==> config.mk <==
export PLATFORM = sky130hd
export DESIGN_NAME = serial_subtractor
export DESIGN_NICKNAME = d
export VERILOG_FILES = /design/src/rtl/serial_sub_pkg.sv /design/src/rtl/serial_subtractor_fs_cell.sv /design/src/rtl/serial_subtractor.sv
export SDC_FILE = /design/constraint.sdc
export NUM_CORES = 1
export LEC_CHECK = 0
export ABC_AREA = 0
export CORE_MARGIN = 2
export CORE_UTILIZATION = 45
export DETAILED_ROUTE_END_ITERATION = 8
export PLACE_DENSITY = 0.7
export RECOVER_POWER = 25
export SLEW_MARGIN = 20
export SYNTH_ARGS = -nofsm -noshare
export SYNTH_HDL_FRONTEND = slang
export SYNTH_HIERARCHICAL = 1
export SYNTH_SLANG_ARGS = --single-unit
export TNS_END_PERCENT = 10
==> constraint.sdc <==
create_clock -name clk -period 1.9 [get_ports clk]
set_clock_uncertainty 0.15 [all_clocks]
set_input_delay 0.285 -clock clk [delete_from_list [all_inputs] [get_ports clk]]
set_output_delay 0.285 -clock clk [all_outputs]
set_load 0.01 [all_outputs]
==> src/rtl/serial_sub_pkg.sv <==
// Shared definitions for the bit/digit-serial subtractor:
// FSM state encoding and a constant-evaluable ceil(log2) helper.
package serial_sub_pkg;

    typedef enum logic [1:0] {
        IDLE = 2'd0,
        RUN  = 2'd1,
        DONE = 2'd2
    } state_t;

    // ceil(log2(value)); returns 0 for value <= 1.
    function automatic int unsigned clog2(input int unsigned value);
        int unsigned result;
        result = 0;
        for (int unsigned i = 0; i < 32; i++) begin
            if ((64'd1 << i) < 64'(value)) begin
                result = i + 1;
            end
        end
        return result;
    endfunction

endpackage

==> src/rtl/serial_subtractor_fs_cell.sv <==
// One-bit full-subtractor cell: d = x - y - bi, with borrow-out bo.
module fs_cell (
    input  logic x,
    input  logic y,
    input  logic bi,
    output logic d,
    output logic bo
);

    assign d  = x ^ y ^ bi;
    assign bo = (~x & y) | (~(x ^ y) & bi);

endmodule

==> src/rtl/serial_subtractor.sv <==
// Digit-serial subtractor: diff = a - b - bin, LSB first, DIGIT bits per clock,
// behind a start/busy/done handshake. Optional macro SERIAL_SUB_OVF_EN adds a
// two's-complement overflow output (ovf).
module serial_subtractor
    import serial_sub_pkg::*;
#(
    parameter int WIDTH = 8,
    parameter int DIGIT = 1
) (
    input  logic             clk,
    input  logic             rst_n,
    input  logic             start,
    input  logic [WIDTH-1:0] a,
    input  logic [WIDTH-1:0] b,
    input  logic             bin,
    output logic             busy,
    output logic             done,
    output logic [WIDTH-1:0] diff,
    output logic             bout,
    output logic             zero
`ifdef SERIAL_SUB_OVF_EN
    ,
    output logic             ovf
`endif
);

    if ((WIDTH < 2) || (DIGIT < 1) || ((WIDTH % DIGIT) != 0)) begin : g_bad_params
        $fatal(1, "serial_subtractor: DIGIT must divide WIDTH and WIDTH must be >= 2");
    end

    localparam int unsigned NDIG = WIDTH / DIGIT;
    localparam int unsigned CW   = (clog2(NDIG) < 1) ? 1 : clog2(NDIG);
    localparam logic [CW-1:0] LAST = CW'(NDIG - 1);

    state_t                 state_q, state_d;
    logic [WIDTH-1:0]       a_q, a_d;
    logic [WIDTH-1:0]       b_q, b_d;
    logic [WIDTH-1:0]       diff_q, diff_d;
    logic                   borrow_q, borrow_d;
    logic [CW-1:0]          cnt_q, cnt_d;
    logic                   bout_q, bout_d;
    logic                   zero_q, zero_d;
    logic                   accept;
    logic [DIGIT-1:0]       d_bits;
    logic [DIGIT:0]         chain;
    logic [WIDTH+DIGIT-1:0] diff_cat;
`ifdef SERIAL_SUB_OVF_EN
    logic                   a_msb_q, a_msb_d;
    logic                   b_msb_q, b_msb_d;
    logic                   ovf_q, ovf_d;
`endif

    // Borrow ripples through DIGIT cells fed from the operand LSBs.
    assign chain[0] = borrow_q;
    for (genvar i = 0; i < DIGIT; i++) begin : g_cell
        fs_cell u_cell (
            .x  (a_q[i]),
            .y  (b_q[i]),
            .bi (chain[i]),
            .d  (d_bits[i]),
            .bo (chain[i+1])
        );
    end

    // Next-state, shift and result-capture logic.
    always_comb begin
        state_d  = state_q;
        a_d      = a_q;
        b_d      = b_q;
        diff_d   = diff_q;
        borrow_d = borrow_q;
        cnt_d    = cnt_q;
        bout_d   = bout_q;
        zero_d   = zero_q;
`ifdef SERIAL_SUB_OVF_EN
        a_msb_d  = a_msb_q;
        b_msb_d  = b_msb_q;
        ovf_d    = ovf_q;
`endif
        // New digits enter at the MSB end so the result lines up after NDIG shifts.
        diff_cat = {d_bits, diff_q};
        accept   = start && ((state_q == IDLE) || (state_q == DONE));

        unique case (state_q)
            IDLE: ;
            RUN: begin
                a_d      = a_q >> DIGIT;
                b_d      = b_q >> DIGIT;
                borrow_d = chain[DIGIT];
                diff_d   = diff_cat[WIDTH+DIGIT-1:DIGIT];
                if (cnt_q == LAST) begin
                    state_d = DONE;
                    bout_d  = chain[DIGIT];
                    zero_d  = (diff_d == '0);
`ifdef SERIAL_SUB_OVF_EN
                    ovf_d   = (a_msb_q ^ b_msb_q) & (diff_d[WIDTH-1] ^ a_msb_q);
`endif
                end else begin
                    cnt_d = cnt_q + 1'b1;
                end
            end
            DONE:    state_d = IDLE;
            default: state_d = IDLE;
        endcase

        // Accepting from DONE overrides the return to IDLE: back-to-back, no bubble.
        if (accept) begin
            state_d  = RUN;
            a_d      = a;
            b_d      = b;
            borrow_d = bin;
            cnt_d    = '0;
`ifdef SERIAL_SUB_OVF_EN
            a_msb_d  = a[WIDTH-1];
            b_msb_d  = b[WIDTH-1];
`endif
        end
    end

    // State and datapath registers with asynchronous clear.
    always_ff @(posedge clk or negedge rst_n) begin
        if (!rst_n) begin
            state_q  <= IDLE;
            a_q      <= '0;
            b_q      <= '0;
            diff_q   <= '0;
            borrow_q <= 1'b0;
            cnt_q    <= '0;
            bout_q   <= 1'b0;
            zero_q   <= 1'b0;
`ifdef SERIAL_SUB_OVF_EN
            a_msb_q  <= 1'b0;
            b_msb_q  <= 1'b0;
            ovf_q    <= 1'b0;
`endif
        end else begin
            state_q  <= state_d;
            a_q      <= a_d;
            b_q      <= b_d;
            diff_q   <= diff_d;
            borrow_q <= borrow_d;
            cnt_q    <= cnt_d;
            bout_q   <= bout_d;
            zero_q   <= zero_d;
`ifdef SERIAL_SUB_OVF_EN
            a_msb_q  <= a_msb_d;
            b_msb_q  <= b_msb_d;
            ovf_q    <= ovf_d;
`endif
        end
    end

    assign busy = (state_q == RUN);
    assign done = (state_q == DONE);
    assign diff = diff_q;
    assign bout = bout_q;
    assign zero = zero_q;
`ifdef SERIAL_SUB_OVF_EN
    assign ovf  = ovf_q;
`endif

endmodule

Word-level counts from Yosys, hierarchy flattened

Index checks and enable logic that the tools add are counted.

Flip-flop bits (word level): 32
Input port bits: 20
Logic and storage cells: 42
Output and inout bits: 12

Reduce and logical (&&, ||, !) cells: 8
Equality and inequality tests: 6
Mux-type cells: 12
Bitwise operators: 7
Add/subtract/negate cells: 1

Operators by type and width:

| operator                                              | count |
|---|---|
| two-way mux 8 bit                                     | 4 |
| two-way mux 3 bit                                     | 3 |
| logical NOT 8 bit                                     | 1 |
| AND reduction 2 bit                                   | 3 |
| two-way mux 2 bit                                     | 2 |
| inequality test 2 bit, second input constant          | 2 |
| case mux 2 bit (2 select lines)                       | 1 |
| adder 3 x 1 -> 3 bit, second input constant           | 1 |
| equality test 3 bit, second input constant            | 1 |
| inequality test 3 x 1 -> 1 bit, second input constant | 1 |
| bitwise AND 1 bit                                     | 2 |
| equality test 2 x 1 -> 1 bit, second input constant   | 1 |
| equality test 2 bit, second input constant            | 1 |
| logical NOT 2 bit                                     | 1 |
| two-way mux 1 bit                                     | 2 |
| NOT 1 bit                                             | 2 |
| nonzero test 2 bit                                    | 1 |
| XOR 1 bit                                             | 2 |
| logical AND 1 bit                                     | 1 |
| logical OR 1 bit                                      | 1 |
| OR 1 bit                                              | 1 |

Depth between registers and ports, before layout

Gate-level depths: netlist of the first run.

Depth after elaboration: 6
Gate-level depth with buffers: 6

By module

Netlist of the first run, hierarchy kept.

By module, submodules not included:

| module            | cells an instance | instances | area an instance (um^2) | seq. area each (um^2) |
|---|---|---|---|---|
| serial_subtractor | 150               | 1         | 1421.4                  | 800.8 |
| fs_cell           | 4                 | 1         | 31.3                    | 0.0 |

Worst setup path after synthesis of the first run

Ideal clock, no wire load.

Path kind: register -> register
From: register cnt_q[0]
To: register bout_q, in the netlist bout
Data arrival time: 1.258 ns
Required time: 1.625 ns
Setup time: 0.125 ns
Period minus slack after synthesis: 1.533 ns
Cell stages (with the launch flop): 5
Path slack: 0.367 ns
Path buffers: 0
Path through: dfrtp_1 > ha_1 > ha_1 > nand3b_1 > mux2_2

Cells in the longest elaborated chain, start to end: 2

Ends and longest elaborated chain:

| item                                 | line                     | RTL |
|---|---|---|
| from (decl)                          | serial_subtractor.sv:40  | `logic [CW-1:0] cnt_q, cnt_d;` |
| from (signal assigned)               | serial_subtractor.sv:142 | `cnt_q <= cnt_d;` |
| equality test 3 bit                  | serial_subtractor.sv:91  | `if (cnt_q == LAST) begin` |
| AND reduction 2 bit (no source line) | n/a                      |  |
| to (signal assigned)                 | serial_subtractor.sv:143 | `bout_q <= bout_d;` |
| to (decl)                            | serial_subtractor.sv:41  | `logic bout_q, bout_d;` |

No other way between the ends.
A chain may end at the register's enable or synchronous reset.

Worst setup path after layout of the first run

From: register diff_q[5], in the netlist diff[5]
To: output diff[5]

RTL lines:

| item                   | line                     | RTL |
|---|---|---|
| from (decl)            | serial_subtractor.sv:38  | `logic [WIDTH-1:0] diff_q, diff_d;` |
| from (signal assigned) | serial_subtractor.sv:140 | `diff_q <= diff_d;` |
| to (decl)              | serial_subtractor.sv:18  | `output logic [WIDTH-1:0] diff,` |

No word-level cell between the ends.

==> flow_summary.yaml, run 1 <==
outcome:
  status: "finished clean"
cells_and_area:
  num_antenna_cells: 0
  area_delta_synth_final_pct: 27.1
  fillers: 303
  layout_commonest_cell: "sky130_fd_sc_hd__nand2_1"
  final_layout_size_suffix_gt1_frac: 0.107
  nets: 212
  most-common-layout-cells: "54 x sky130_fd_sc_hd__nand2_1, 31 x sky130_fd_sc_hd__dfrtp_1, 28 x sky130_fd_sc_hd__clkdlybuf4s50_1"
global_route:
  global_route.usage.met1: 0.210
  grt_pass1_wl_um: 4700
  use_met2: 0.293
  first_global_vias: 1080
  grt_remaining_overflow: 0
  globalRoute.busiestLayer: "met2"
  grt_use_total: 0.178
  largest_net_degree_at_the_start_of_global_routing: 33
  met3_usage: 0.0661
  grt_antenna_before_repair: 0
worst_setup_path:
  worstSetupEndpointType: "output pin"
  timing.setup.critical_path_class: "flop to output pin"
  wp_data_arrival_ns: 1.29
  critPathSlowestCell: "sky130_fd_sc_hd__clkdlybuf4s50_1"
  worst-path-buf-inv: 1
  crit_required_ns: 1.46
  path_delay_family: "buffers and inverters"
  cp_cell_sequence: "clkdlybuf4s50_1"
  worstSetupStartpointType: "flop"
  worst_path_largest_cell_delay_ns: 0.56
  critPathMaxFanout: 4
floorplanning:
  core_area_sq_mm: 0.00305
  die_width_um: 60.8
  floorplan.die_area_sq_mm: 0.00370
  start_util: 0.476
  design.portCount: 32
  num_rows: 20
  die_h_um: 60.8
sta:
  slew_at_the_pin_closest_to_its_max_slew_limit_ns: 0.785
  period_needed_ns: 1.72
  final_setup_violating_endpoints: 0
  post-route-period-util: 0.906
  drv_slew: 0
  totalNegativeSetupSlack_ns: 0
  finalHoldViolations: 0
  grt_setup_unrepaired: "false"
  timing.slew.headroom: 0.477
  max_freq_ghz: 0.581
  layout_setup_ws_ns: 0.179
placement:
  globalplace.congestion: 0.737
  number_of_buffers_inserted_by_port_buffering: 31
  post-place-ws_ns: 0.255
  hpwlAfterDp_um: 1900
power_and_ir_drop:
  pd_cells_mw_per_mm2: 1500
  worst_ir_drop_vdd_v: 0.000507
  p_leak_nw: 0.867
route:
  firstDrtPassIters: 4
  vias_per_cell: 4.96
  routedWlPerCell_um: 11.9
  final_antenna_net_count: 0
  routed_wl_um: 2750
  drtIter0Drc: 57
  remaining_drc_errors: 0
  routed_vias: 1145
synthesis:
  yosys_warnings: 6
  synthesis.instances: 154
  yosys_register_bits: 32
  synth_area_per_cell_sq_um: 9.43
  syn_nets: 177
  synthDistinctLibCells: 26
  ys_seq_area_frac: 0.551
  synth_area_sq_mm: 0.00145
clock_tree:
  clock_sink_count: 32
  cts.hold.buffers_added: 0
  ctsHtreeMaxLevel: 2
  clock_path_buffers: 2
  clk-insertion-delay-late_ns: 0.32
  cts_made_buffers: 5
  clk_pin_slew_worst_paths_ns: 0.09
  tritoncts: "done"
  clock-root-buffer: "sky130_fd_sc_hd__clkbuf_4"
run:
  cap_violations: 0
min_path:
  hold_path_class: "flop to flop"
## area by class of cell
type | instances | area, sq um | share of cell area
flip-flops and latches | 32 | 802 | 0.434
multi-input cells | 108 | 562 | 0.304
repair buffers | 37 | 367 | 0.199
well taps | 44 | 55.1 | 0.0298
clock buffers | 5 | 37.5 | 0.0203
inverters | 5 | 23.8 | 0.0129
## metrics by stage
step	power (mW)	instance area, sq um	std cells	hold slack (ns)	util
2_1_floorplan	2.07	1450	154	-0.161	-
3_3_place_gp	2.42	1800	225	0.309	0.589
3_5_place_dp	2.49	1800	225	0.311	0.589
4_1_cts	2.82	1850	231	0.211	0.605
5_1_grt	3.04	1850	231	0.326	0.605
6_report	2.77	1850	231	0.326	0.605
## worst reg2reg max path: cells and delay by family (launching register included)
family | cells | cell delay (ns)
adders and majority gates | 2 | 0.45
and+or+nand+nor | 1 | 0.17
DFF | 1 | 0.40
muxes | 1 | 0.35
## cells by family after synthesis
family | after synthesis | synth area share
muxes | 1 | 0.00775
buffers and inverters | 14 | 0.0637
adders and majority gates | 3 | 0.0310
and+or+nand+nor | 81 | 0.234
AOI/OAI and AO/OA | 22 | 0.106
xor gates and xnor gates | 1 | 0.00603
DFF | 32 | 0.551
## routing by layer
metal | wire length (um) | vias to the layer above
met1 | 1250 | 534
met4 | 36 | 0
met2 | 1300 | 31
met5 | 0 | -
li1 | - | 574
met3 | 163 | 6
## power by group
part / internal [mW] / switching [mW] / leakage (nW)
registers: 0.993 / 0.203 / 0.398
clock network: 0.123 / 0.201 / 0.0230
logic: 0.608 / 0.641 / 0.446
## worst paths after layout
kind	start	endpoint	cells after the start	slack, ns
min in group asynchronous	rst_n	diff[4]	2	0.41
worst max-delay path	diff[5]	diff[5]	1	0.18
worst min-delay path	diff[0]	diff[0]	2	0.33
worst min register to register	diff[0]	diff[0]	2	0.33
max in group asynchronous	rst_n	state_q[0]	2	0.65
worst max register to register	cnt_q[0]	bout	4	0.27
## cell usage after synthesis
| library cell | number | share of area |
|---|---|---|
| sky130_fd_sc_hd__nand3_1 | 5 | 0.017 |
| sky130_fd_sc_hd__buf_6 | 1 | 0.0078 |
| sky130_fd_sc_hd__inv_1 | 4 | 0.010 |
| sky130_fd_sc_hd__a21oi_1 | 3 | 0.010 |
| sky130_fd_sc_hd__nor3_1 | 2 | 0.0069 |
| sky130_fd_sc_hd__mux2_2 | 1 | 0.0078 |
| sky130_fd_sc_hd__nor2b_1 | 2 | 0.0086 |
| sky130_fd_sc_hd__nor4_1 | 2 | 0.0086 |
| sky130_fd_sc_hd__a31oi_1 | 9 | 0.039 |
| sky130_fd_sc_hd__ha_1 | 2 | 0.017 |
| sky130_fd_sc_hd__fa_1 | 1 | 0.014 |
| sky130_fd_sc_hd__buf_8 | 1 | 0.010 |
| sky130_fd_sc_hd__nand3b_1 | 1 | 0.0052 |
| sky130_fd_sc_hd__nand2_1 | 54 | 0.14 |
| sky130_fd_sc_hd__buf_4 | 3 | 0.016 |
| sky130_fd_sc_hd__buf_2 | 4 | 0.014 |
| sky130_fd_sc_hd__nand2b_1 | 2 | 0.0086 |
| sky130_fd_sc_hd__o21ai_1 | 1 | 0.0034 |
| sky130_fd_sc_hd__o22ai_1 | 2 | 0.0086 |
| sky130_fd_sc_hd__nor2_1 | 12 | 0.031 |
| sky130_fd_sc_hd__inv_6 | 1 | 0.0060 |
| sky130_fd_sc_hd__dfrtp_1 | 32 | 0.55 |
| sky130_fd_sc_hd__nor3b_2 | 1 | 0.0086 |
| sky130_fd_sc_hd__xnor2_1 | 1 | 0.0060 |
| sky130_fd_sc_hd__o21ai_0 | 3 | 0.010 |
| sky130_fd_sc_hd__a22oi_2 | 4 | 0.034 |
## registers in the layout (all words and copies together) (netlist names)
| register | flops |
|---|---|
| a_q | 8 |
| b_q | 8 |
| borrow_q | 1 |
| bout | 1 |
| cnt_q | 3 |
| diff | 8 |
| state_q | 2 |
| zero | 1 |
## what timing repair did
item	4_1_cts	5_1_grt
pin swaps	0	0
setup buffers	1	0
gates cloned	0	0
setup endpoints to repair	1	1
resized for setup	2	2
Note: power is estimated with default switching activity, not from simulation.
==> run 2, diff against run 1 <==
--- a/config.mk
+++ b/config.mk
@@ -9,11 +9,10 @@
 export CORE_MARGIN = 2
 export CORE_UTILIZATION = 45
 export DETAILED_ROUTE_END_ITERATION = 8
-export PLACE_DENSITY = 0.7
+export PLACE_DENSITY = 0.71
 export RECOVER_POWER = 25
 export SLEW_MARGIN = 20
 export SYNTH_ARGS = -nofsm -noshare
 export SYNTH_HDL_FRONTEND = slang
-export SYNTH_HIERARCHICAL = 1
 export SYNTH_SLANG_ARGS = --single-unit
 export TNS_END_PERCENT = 10
==> flow_summary.yaml, run 2 <==
outcome:
  status: "finished clean"
placement:
  number_of_buffers_inserted_by_port_buffering: 31
  placed_cells_incl_taps: 229
  hpwlAfterDp_um: 2050
  globalplace.congestion: 0.728
floorplanning:
  die_h_um: 60.3
  num_rows: 20
  die_width_um: 60.3
  start_util: 0.471
  floorplan.die_area_sq_mm: 0.00363
  design.portCount: 32
  core_area_sq_mm: 0.00303
synthesis:
  synth-edff-count: 0
  synth_top_area_share: 0.562
  yosys_warnings: 0
  synthFlopType: "sky130_fd_sc_hd__dfrtp_1"
  post-synth-top-area-cell: "sky130_fd_sc_hd__dfrtp_1"
  ys_seq_area_frac: 0.562
  post_synth_most_frequent_cells: "58 x sky130_fd_sc_hd__nand2_1, 32 x sky130_fd_sc_hd__dfrtp_1, 14 x sky130_fd_sc_hd__nor2_1"
  async_flop_share: 1.00
  synthDistinctLibCells: 25
  post-synth-top-count-cell: "sky130_fd_sc_hd__nand2_1"
  synth_area_per_cell_sq_um: 9.14
  yosys-top-cells-area: "sky130_fd_sc_hd__dfrtp_1 56%, sky130_fd_sc_hd__nand2_1 15%, sky130_fd_sc_hd__a31oi_1 5.3%"
  synthesis.instances: 156
  syn_nets: 179
  synth_area_sq_mm: 0.00143
  yosys_register_bits: 32
route:
  routed_wl_um: 2870
  drtIter0Drc: 27
  firstDrtPassIters: 4
  routedWlPerCell_um: 12.1
  vias_per_cell: 4.97
  routed_vias: 1184
  remaining_drc_errors: 0
  final_antenna_net_count: 0
power_and_ir_drop:
  p_int_mw: 1.75
  total_power_mw: 2.80
  p_leak_nw: 0.848
  power_frac_seq: 0.425
  comb_power_share: 0.433
  total_switching_power_mw: 1.05
  clock_power_share: 0.142
  swShare: 0.376
  worst_ir_drop_vdd_v: 0.000964
  pd_cells_mw_per_mm2: 1520
cells_and_area:
  num_antenna_cells: 0
  fin_cells: 238
  nets: 216
  most-common-layout-cells: "58 x sky130_fd_sc_hd__nand2_1, 32 x sky130_fd_sc_hd__dfrtp_1, 28 x sky130_fd_sc_hd__clkdlybuf4s50_1"
  area_delta_synth_final_pct: 29.3
  layout_commonest_cell: "sky130_fd_sc_hd__nand2_1"
  final_layout_size_suffix_gt1_frac: 0.0876
sta:
  period_needed_ns: 1.73
  finalHoldViolations: 0
  timing.slew.headroom: 0.486
  drv_slew: 0
  slew_at_the_pin_closest_to_its_max_slew_limit_ns: 0.772
  grt_setup_unrepaired: "false"
  max_freq_ghz: 0.577
  post-route-period-util: 0.912
  final_setup_violating_endpoints: 0
  totalNegativeSetupSlack_ns: 0
worst_setup_path:
  critPathMaxFanout: 4
  worst_path_largest_cell_delay_ns: 0.56
  cp_cell_sequence: "clkdlybuf4s50_1"
  crit_required_ns: 1.46
  worstSetupEndpointType: "output pin"
  critPathSlowestCell: "sky130_fd_sc_hd__clkdlybuf4s50_1"
  timing.setup.critical_path_class: "flop to output pin"
  wp_data_arrival_ns: 1.30
  worstSetupStartpointType: "flop"
  worst-path-buf-inv: 1
  path_delay_family: "buffers and inverters"
global_route:
  grt_remaining_overflow: 0
  use_met2: 0.300
  first_global_vias: 1133
  met3_usage: 0.0476
  largest_net_degree_at_the_start_of_global_routing: 33
  grt_pass1_wl_um: 4870
  grt_antenna_before_repair: 0
  grt_use_total: 0.185
  global_route.usage.met1: 0.226
  globalRoute.busiestLayer: "met2"
clock_tree:
  clk_pin_slew_worst_paths_ns: 0.09
  ctsHtreeMaxLevel: 2
  tritoncts: "done"
  clock_path_buffers: 2
  cts_made_buffers: 5
  clock-root-buffer: "sky130_fd_sc_hd__clkbuf_4"
  clock_sink_count: 32
  clk-insertion-delay-late_ns: 0.33
run:
  cap_violations: 0
min_path:
  hold_path_class: "flop to flop"
run 2: cell types whose count changed after synthesis, moves of 2 or more:
cell / before / now
sky130_fd_sc_hd__buf_2: 4 / 6
sky130_fd_sc_hd__a22oi_2: 4 / 0
sky130_fd_sc_hd__nand2_1: 54 / 58
sky130_fd_sc_hd__o21ai_0: 3 / 0
sky130_fd_sc_hd__buf_4: 3 / 1
sky130_fd_sc_hd__nand3_1: 5 / 1
sky130_fd_sc_hd__nor2_1: 12 / 14
sky130_fd_sc_hd__o21ai_1: 1 / 5
sky130_fd_sc_hd__a31oi_1: 9 / 12
run 2: kinds of logic (layout without fill, tap and decap cells):
group / after synthesis / after routing / share of synthesized area
and+or+nand+nor: 83 / 83 / 0.241
DFF: 32 / 32 / 0.562
AOI/OAI and AO/OA: 24 / 24 / 0.101
buffers and inverters: 13 / 51 / 0.0588
adders and majority gates: 3 / 3 / 0.0316
xor gates and xnor gates: 1 / 1 / 0.00615
run 2: repair_timing:
action,4_1_cts,5_1_grt
gates resized for setup,3,0
setup endpoints to repair,2,0
setup buffers,1,0
hold buffers,0,0
run 2: per-layer routing:
layer	wire, um	vias to the layer above
met5	0	-
met4	54	0
met3	150	8
met2	1400	28
met1	1270	562
li1	-	586
run 2: area by class of cell:
class                      instances  area, sq um
inverter                           4         20.0
multi-input combinational        111          543
sequential                        32          801
fill                             283         1180
tap                               44         55.1
clock buffer                       8         58.8
timing repair buffer              39          365
run 2: stage by stage:
stage	instance area (sq um)	utilization	setup WS, ns	hold slack (ns)
after global placement	1780	0.588	0.260	0.314
after floorplan	1430	-	0.428	-0.161
final	1840	0.609	0.167	0.345
after CTS	1850	0.610	0.150	0.208
after global routing	1840	0.609	0.0921	0.383
after detailed placement	1780	0.588	0.257	0.326
run 2: worst paths after layout:
check / start / end / slack (ns) / depth (start not counted)
hold / removal: diff[0] / diff[0] / 0.35 / 2
setup reg to reg: b_q[0] / zero / 0.25 / 5
min in group asynchronous: rst_n / a_q[3] / 0.40 / 2
setup / recovery: diff[2] / diff[2] / 0.17 / 1
hold reg to reg: diff[0] / diff[0] / 0.35 / 2
max in group asynchronous: rst_n / diff[5] / 0.70 / 2
run 2: power groups by stage:
stage	registers, mW	clock network (mW)	logic (mW)
after CTS	1.19	0.409	1.24
final	1.19	0.397	1.21
after global routing	1.24	0.437	1.39
after global placement	1.19	0	1.19
after floorplan	1.20	0	0.799
after detailed placement	1.20	0	1.24
==> run 3, diff against run 2 <==
==> constraint.sdc (replaced) <==
create_clock -name clk -period 2.08 [get_ports clk]
set_clock_uncertainty 0.15 [all_clocks]
set_input_delay 0.312 -clock clk [delete_from_list [all_inputs] [get_ports clk]]
set_output_delay 0.312 -clock clk [all_outputs]
set_load 0.01 [all_outputs]
==> flow_summary.yaml, run 3 (synthesis gave the netlist of run 2 again) <==
floorplanning:
  num_rows: 20
  die_h_um: 60.3
  start_util: 0.471
  floorplan.die_area_sq_mm: 0.00363
  core_area_sq_mm: 0.00303
  die_width_um: 60.3
  design.portCount: 32
clock_tree:
  count_of_instances_resized_after_the_clock_tree_is_built: 0
  postCtsSetupBuffers: 0
  clock_sink_count: 32
  cts.hold.buffers_added: 0
  clk-insertion-delay-late_ns: 0.33
  ctsHtreeMaxLevel: 2
  cts_made_buffers: 5
  tritoncts: "done"
  clk_pin_slew_worst_paths_ns: 0.09
  clock-root-buffer: "sky130_fd_sc_hd__clkbuf_4"
  clock_path_buffers: 2
cells_and_area:
  layout_commonest_cell: "sky130_fd_sc_hd__nand2_1"
  most-common-layout-cells: "58 x sky130_fd_sc_hd__nand2_1, 32 x sky130_fd_sc_hd__dfrtp_1, 30 x sky130_fd_sc_hd__clkdlybuf4s50_1"
  area_delta_synth_final_pct: 28.8
  finish.utilization: 0.606
  final_layout_size_suffix_gt1_frac: 0.0781
  nets: 214
  num_antenna_cells: 0
worst_setup_path:
  worst-path-buf-inv: 1
  setup.worst_path.start: "state_q[0]"
  rrSetupSlack_ns: 0.42
  worstSetupEndpointType: "output pin"
  wp_data_arrival_ns: 1.49
  critPathMaxFanout: 6
  worstSetupStartpointType: "flop"
  crit_cells: 2
  critPathSlowestCell: "sky130_fd_sc_hd__clkdlybuf4s50_1"
  timing.setup.critical_path_class: "flop to output pin"
  crit-reg2reg-capture: "cnt_q[0]"
  path_delay_family: "buffers and inverters"
  reg2reg_start: "cnt_q[0]"
  worst_path_largest_cell_delay_ns: 0.55
  reg2regPathDepth: 5
  crit_required_ns: 1.62
  cp_cell_sequence: "nor2b_1 > clkdlybuf4s50_1"
  setup.worst_path.end: "done"
route:
  firstDrtPassIters: 4
  final_antenna_net_count: 0
  remaining_drc_errors: 0
  routed_wl_um: 2980
  routed_vias: 1166
  routedWlPerCell_um: 12.6
  drtIter0Drc: 42
  vias_per_cell: 4.94
global_route:
  grt_remaining_overflow: 0
  grt_pass1_wl_um: 5240
  largest_net_degree_at_the_start_of_global_routing: 33
  grt_use_total: 0.200
  grt_antenna_before_repair: 0
  first_global_vias: 1171
sta:
  drv_slew: 0
  layout_setup_ws_ns: 0.128
  totalNegativeSetupSlack_ns: 0
  max_freq_ghz: 0.512
  period_needed_ns: 1.95
  slew_at_the_pin_closest_to_its_max_slew_limit_ns: 0.774
  finalHoldViolations: 0
  post-route-period-util: 0.939
  final_setup_violating_endpoints: 0
  timing.slew.headroom: 0.484
  grt_setup_unrepaired: "false"
power_and_ir_drop:
  worst_ir_drop_vdd_v: 0.000802
  p_int_mw: 1.60
  swShare: 0.382
  p_leak_nw: 0.836
  clock_power_share: 0.141
  total_switching_power_mw: 0.990
  comb_power_share: 0.435
  pd_cells_mw_per_mm2: 1410
  power_frac_seq: 0.423
placement:
  post-place-ws_ns: 0.413
  number_of_buffers_inserted_by_port_buffering: 31
  hpwlAfterDp_um: 2030
  globalplace.congestion: 0.709
run:
  cap_violations: 0
outcome:
  status: "finished clean"
min_path:
  hold_path_class: "flop to flop"
run 3: final cells by class:
type,count,area [sq um]
fill,281,1190
sequential,32,801
multi-input combinational,111,548
timing repair buffer,37,353
clock buffer,8,58.8
tap,44,55.1
inverter,4,20.0
run 3: tightest hold or removal path: stages (launching register included):
cell                      delay (ns)
sky130_fd_sc_hd__dfrtp_1        0.35
sky130_fd_sc_hd__nand2_1        0.05
sky130_fd_sc_hd__nand2_1        0.05
run 3: power groups by stage:
stage	Sequential, mW	Combinational (mW)	Clock [mW]
after floorplan	1.09	0.730	0
after detailed placement	1.10	1.13	0
final	1.10	1.13	0.366
after global routing	1.14	1.29	0.411
after CTS	1.09	1.14	0.382
after global placement	1.08	1.08	0
run 3: worst min-delay path by stage:
stage / depth (start not counted) / from / slack, ns / endpoint
2_1_floorplan: 0 / rst_n / -0.13 / a_q[0]
3_3_place_gp: 2 / diff[0] / 0.31 / diff[0]
3_5_place_dp: 2 / diff[0] / 0.32 / diff[0]
4_1_cts: 2 / rst_n / 0.23 / a_q[3]
5_1_grt: 3 / a[7] / 0.38 / a_q[7]
6_report: 2 / diff[0] / 0.33 / diff[0]
run 3: per-stage QoR:
step	cell area (sq um)	std cells	hold slack [ns]	total power [mW]
floorplan	1430	156	-0.134	1.82
global placement	1770	228	0.313	2.17
detailed placement	1770	228	0.319	2.23
CTS	1830	236	0.227	2.61
global route	1840	236	0.382	2.83
finish	1840	236	0.334	2.59
run 3: routing by layer:
layer	GRT usage	wire length [um]	share of wire	vias up
li1	-	-	-	580
met1	0.239	1320	0.44	548
met2	0.331	1460	0.49	32
met3	0.0693	158	0.053	6
met4	0.0762	45	0.015	0
met5	0	0	0	-
==> variant 1, RTL diff (settings of run 2) <==
Register the inputs `start` and `bin` before use, cleared by the reset. The logic sees them one clock later. The other inputs are not delayed to match.
--- a/src/rtl/serial_subtractor.sv
+++ b/src/rtl/serial_subtractor.sv
@@ -23,6 +23,19 @@
     output logic             ovf
 `endif
 );
+
+    logic start_q;
+    logic bin_q;
+
+    always_ff @(posedge clk or negedge rst_n) begin
+        if (!rst_n) begin
+            start_q <= '0;
+            bin_q   <= '0;
+        end else begin
+            start_q <= start;
+            bin_q   <= bin;
+        end
+    end
 
     if ((WIDTH < 2) || (DIGIT < 1) || ((WIDTH % DIGIT) != 0)) begin : g_bad_params
         $fatal(1, "serial_subtractor: DIGIT must divide WIDTH and WIDTH must be >= 2");
@@ -79,7 +92,7 @@
 `endif
         // New digits enter at the MSB end so the result lines up after NDIG shifts.
         diff_cat = {d_bits, diff_q};
-        accept   = start && ((state_q == IDLE) || (state_q == DONE));
+        accept   = start_q && ((state_q == IDLE) || (state_q == DONE));
 
         unique case (state_q)
             IDLE: ;
@@ -108,7 +121,7 @@
             state_d  = RUN;
             a_d      = a;
             b_d      = b;
-            borrow_d = bin;
+            borrow_d = bin_q;
             cnt_d    = '0;
 `ifdef SERIAL_SUB_OVF_EN
             a_msb_d  = a[WIDTH-1];
Formal check against the unedited RTL: not equivalent (a bounded check fails within 4 cycles, from zero or initial values and one cycle with rst_n low).
==> variant 1 against run 2 <==
Core utilization shrank 1.6 points. Total power rose by 12%. Count of clock-buffer cells in the layout shrank 2. Sequential cell count up 2. Die area increased by 9.0%. Clock power rose by 36%. Area after synthesis rose by 9.7%. First-iteration DRC count rose to 3.5 times the old value. Setup slack worse by 0.00088 ns. Routed wire length up 8.8%. Non-clock buffer count shrank 3. Design area up 7.3%. Critical endpoint is now diff[5]. Largest cell class unchanged. Highest routed layer unchanged.
==> variant 1: results (changes against run 2) <==
stage,metric,value,unit,change
synthesis,Synth top cells by count,"nand2_1 (50), dfrtp_1 (34), nor2_1 (14), a31oi_2 (8), nand2_2 (8)",,
final_layout,Post-Layout Cell Count,238,,unchanged
routing,Pre-antenna DRT Iters,4,,unchanged
placement,number of buffers inserted by port buffering,31,,unchanged
grt,pin count of the biggest net entering global routing,35,,+6.1%
worst_setup_path,Max Fanout on Critical Path,4,,unchanged
grt,total global-route track usage,18.0,%,-0.45 points
grt,first-pass GRT wire length,5.46,mm,+12%
pwr,leakage,0.000876,uW,+3.3%
final_layout,# nets final,215,,-0.46%
synthesis,Netlist cell types,28,,+12%
sta,worst rel slew slack,46.1,%,-2.5 points
worst_setup_path,Worst path max stage delay,0.56,ns,about the same
pwr,worst voltage drop across the vdd grid,1070,uV,+11%
clock_network,clock root cell,clkbuf_4,,
placement,Placer Congestion,0.693,,-4.7%
final_layout,antenna fix cells,0,,unchanged
final_layout,fillers,310,,+9.5%
hold_path,HP Class,flip-flop to flip-flop,,
synthesis,fraction of registers with async set or reset after synthesis,100,%,unchanged
routing,final routed wirelength across all metal layers,3.12,mm,+8.8%
grt,antenna violations before repair,0,,unchanged
worst_setup_path,cell with the largest stage delay on the worst path,clkdlybuf4s50_1,,
routing,1st-iter DRT viols,95,,+250%
clock_network,"Reg clk slew, reported paths",0.10,ns,
synthesis,per-instance average area after synthesis,9.89,sq um,+8.3%
routing,DR vias/cell,4.94,,-0.76%
synthesis,"Net Count, Synth",181,,+1.1%
clock_network,number of setup buffers added after CTS,0,,-1
placement,placed wire-length estimate after detailed placement,2.16,mm,+5.8%
grt,vias in the first global route,1202,,+6.1%
synthesis,post-synthesis sequential area ratio,54.4,%,-1.7 points
synthesis,leading post-synthesis cells by cell area,"dfrtp_1 (54%), nand2_1 (12%), a31oi_2 (6.4%)",,
synthesis,synth warn,0,,unchanged
clock_network,Inserted Clock Buffers,5,,unchanged
worst_setup_path,"delay-heaviest family, CP",buffers and inverters,,
final_layout,fraction of final layout cells sized beyond drive strength 1,17.2,%,+8.4 points
placement,Placed Area,1890,sq um,+6.3%
synthesis,Synth Flop Type,dfrtp_1,,
outcome,status,"complete, no violations",,
placement,number of placed instances with taps included,231,,+0.87%
==> variant 1: changes by cell type after synthesis <==
cell            run 2  this run
buf_12              0         1
buf_2               6         3
buf_8               1         0
buf_4               1         4
nor3_2              0         1
a31oi_2             0         8
nand2_2             0         8
a31oi_1            12         4
nor3_1              2         1
nand2_1            58        50
dfrtp_1            32        34
==> variant 1: metal layers <==
metal,GRT usage (%),vias to the layer above,routed length [microns]
met5,0,-,0
met4,5.00,0,19
met3,7.75,2,156
met1,22.2,561,1440
li1,-,584,-
met2,28.9,28,1510
==> variant 1: path summary, 6_finish.rpt <==
check | slack [ns] | startpoint | cells after the start | to
worst min-delay path | 0.33 | diff[0]$_DFFE_PN0P_ | 2 | diff[0]$_DFFE_PN0P_
worst max register to register | 0.27 | cnt_q[0]$_DFFE_PN0P_ | 5 | cnt_q[0]$_DFFE_PN0P_
worst max-delay path | 0.17 | diff[5]$_DFFE_PN0P_ | 1 | diff[5]
min in group asynchronous | 0.40 | rst_n | 2 | a_q[1]$_DFFE_PN0P_
worst min register to register | 0.33 | diff[0]$_DFFE_PN0P_ | 2 | diff[0]$_DFFE_PN0P_
max in group asynchronous | 0.64 | rst_n | 2 | state_q[0]$_DFFE_PN0P_
==> variant 1: kinds of logic (layout without fill, tap and decap cells) <==
family                     after synthesis  after routing  share of synthesized area, %
buffers and inverters                   13             47                          6.16
and+or+nand+nor                         83             83                          23.5
DFF                                     34             34                          54.4
xor gates and xnor gates                 1              1                         0.561
AOI/OAI and AO/OA                       24             24                          12.4
adders and majority gates                3              3                          2.88
==> variant 1: what timing repair did <==
item | 4_1_cts | 5_1_grt
endpoints found under the setup margin | 2 | 0
endpoints found under the hold margin | 0 | 0
gates resized for setup | 4 | 0
==> variant 1: metrics by stage <==
step / hold WS, ns / setup slack [ns] / power (uW)
final: 0.333 / 0.166 / 3150
after global routing: 0.331 / 0.0816 / 3390
after CTS: 0.197 / 0.143 / 3180
after detailed placement: 0.316 / 0.262 / 2630
after global placement: 0.311 / 0.256 / 2550
after floorplan: -0.161 / 0.428 / 2200
==> variant 1: cell type report <==
type	count	area (sq um)	area share (%)
timing repair buffer	36	343	17.3
tap	46	57.6	2.91
inverter	4	20.0	1.01
clock buffer	6	51.3	2.59
multi-input combinational	111	623	31.5
clock inverter	1	30.0	1.52
sequential	34	852	43.1
==> variant 1: where the power goes <==
group,leakage [uW],internal [uW],switching [uW]
Clock,0.0000443,306,234
Combinational,0.000408,631,720
Sequential,0.000424,1030,222
==> variant 2, RTL diff (config.mk and constraints of run 2) <==
Made on the original files. `WIDTH`: 8 -> 12.
--- a/src/rtl/serial_subtractor.sv
+++ b/src/rtl/serial_subtractor.sv
@@ -4,7 +4,7 @@
 module serial_subtractor
     import serial_sub_pkg::*;
 #(
-    parameter int WIDTH = 8,
+    parameter int WIDTH = 12,
     parameter int DIGIT = 1
 ) (
     input  logic             clk,
Ports: changed (resized a, b and diff); port bits go from 32 to 44. No check against the original RTL was run, so the function may have changed too.
==> variant 2 against run 2 <==
Setup slack worse by 0.052 ns. Maximum frequency shrank 2.9%. Routed wire length is 40% higher. Sequential power increased by 41%. Total power increased by 44%. Sequential cell count increased by 13. Design area rose by 39%. Non-clock buffer count up 12. Clock power increased by 89%. Area after synthesis is 38% higher. Die area up 36%. Largest cell class unchanged.
==> variant 2: results (changes against run 2) <==
stage,metric,value,unit,change
placement,Placed Area,2440,sq um,+37%
clock_network,number of setup buffers added after CTS,0,,-1
grt,antenna violations before repair,0,,unchanged
final_layout,Non-CTS inverters,3,,-1
placement,number of buffers inserted by port buffering,43,,+39%
outcome,status,"complete, no violations",,
final_layout,total of plain and repair buffers excluding clock buffers,51,,+31%
worst_setup_path,startpoint of the worst setup timing path,state_q[0]$_DFFE_PN0P_,,
worst_setup_path,endpoint of the worst register-to-register path,borrow_q$_DFFE_PN0P_,,
routing,vias after detailed routing,1625,,+37%
grt,met1 global-route usage,23.5,%,+0.94 points
grt,global routing met2 resource utilization,29.0,%,-0.97 points
worst_setup_path,startpoint of the most critical register-to-register path,state_q[1]$_DFFE_PN0P_,,
grt,M3 GR Usage,4.47,%,-0.29 points
placement,placed wire-length estimate after detailed placement,2.79,mm,+37%
synthesis,"Net Count, Synth",248,,+39%
final_layout,# nets final,291,,+35%
worst_setup_path,worst reg-to-reg setup slack,0.24,ns,
final_layout,multi-input combinational cell count,155,,+40%
routing,met3 routed WL,172,microns,+15%
routing,Wirelength per Cell,12.8,microns,+6.1%
final_layout,final-layout non-clock buffer area share,19.5,%,-0.28 points
final_layout,sequential cell count,45,,+41%
grt,pin count of the biggest net entering global routing,40,,+21%
final_layout,clock buf count,6,,-2
final_layout,area taken by multi-input logic gates,743,sq um,+37%
synthesis,leading post-synthesis cells by cell area,"dfrtp_1 (57%), nand2_1 (15%), a31oi_1 (6.0%)",,
routing,1st-iter DRT viols,129,,+380%
final_layout,Sequential cell area,1130,sq um,+41%
synthesis,post-synthesis sequential area ratio,57.1,%,+0.92 points
routing,uppermost routed layer,met4,,
final_layout,clk cell area share,4.68,%,+1.5 points
final_layout,fillers,375,,+33%
floorplanning,count of standard-cell rows,24,,+20%
routing,total routed wire length on the met1 layer,1.89,mm,+49%
worst_setup_path,Worst Path Arrival,1.35,ns,+0.05 ns
sta,worst hold slack after final layout,0.332,ns,-0.0134 ns
sta,slew of the pin with the lowest slew margin,1.16,ns,+0.384 ns
routing,met2 routed wirelength,1.91,mm,+37%
synthesis,Netlist cell types,30,,+20%
clock_network,clock root cell,clkbuf_8,,
worst_setup_path,Worst Setup EP,done,,
pwr,worst voltage drop across the vdd grid,691,uV,-28%
grt,first-pass GRT wire length,6.98,mm,+43%
clock_network,later-pin clock latency in the skew report,0.30,ns,-0.03 ns
final_layout,proportion of cell area occupied by multi-input gates,28.9,%,-0.52 points
worst_setup_path,Max Fanout on Critical Path,4,,unchanged
pwr,leakage,0.00118,uW,+39%
grt,total global-route track usage,17.9,%,-0.55 points
placement,Placer Congestion,0.782,,+7.4%
synthesis,Synth top cells by count,"nand2_1 (79), dfrtp_1 (45), nor2_1 (23), a31oi_1 (19), buf_2 (10)",,
final_layout,fraction of final layout cells sized beyond drive strength 1,6.49,%,-2.3 points
[variant 2: power by group]
group	total [uW]	switching, uW	internal [uW]
Combinational	1590	840	751
Sequential	1680	287	1390
Clock	749	322	428
[variant 2: through the flow]
stage,std cells,setup slack [ns]
after floorplan,218,0.383
after global placement,305,0.276
after detailed placement,305,0.257
after CTS,314,0.0247
after global routing,314,0.0564
final,314,0.115
[variant 2: critical path, stage by stage, from the launching register on]
cell             delay, ns
dfrtp_1               0.41
nor2b_1               0.11
clkdlybuf4s50_1       0.54
[variant 2: kinds of logic after synthesis]
family / synth area share, %
AO/OA/AOI/OAI: 11.1
adder cells (fa/ha/maj): 1.65
AND/OR/NAND/NOR: 23.9
multiplexers: 1.02
buffers and inverters: 5.20
flip-flops: 57.1
[variant 2: timing repair]
| item | CTS | global route |
|---|---|---|
| hold endpoints to repair | 19 | 0 |
| setup endpoints to repair | 0 | 1 |
| hold buffers | 1 | 0 |
| resized for setup | 0 | 1 |
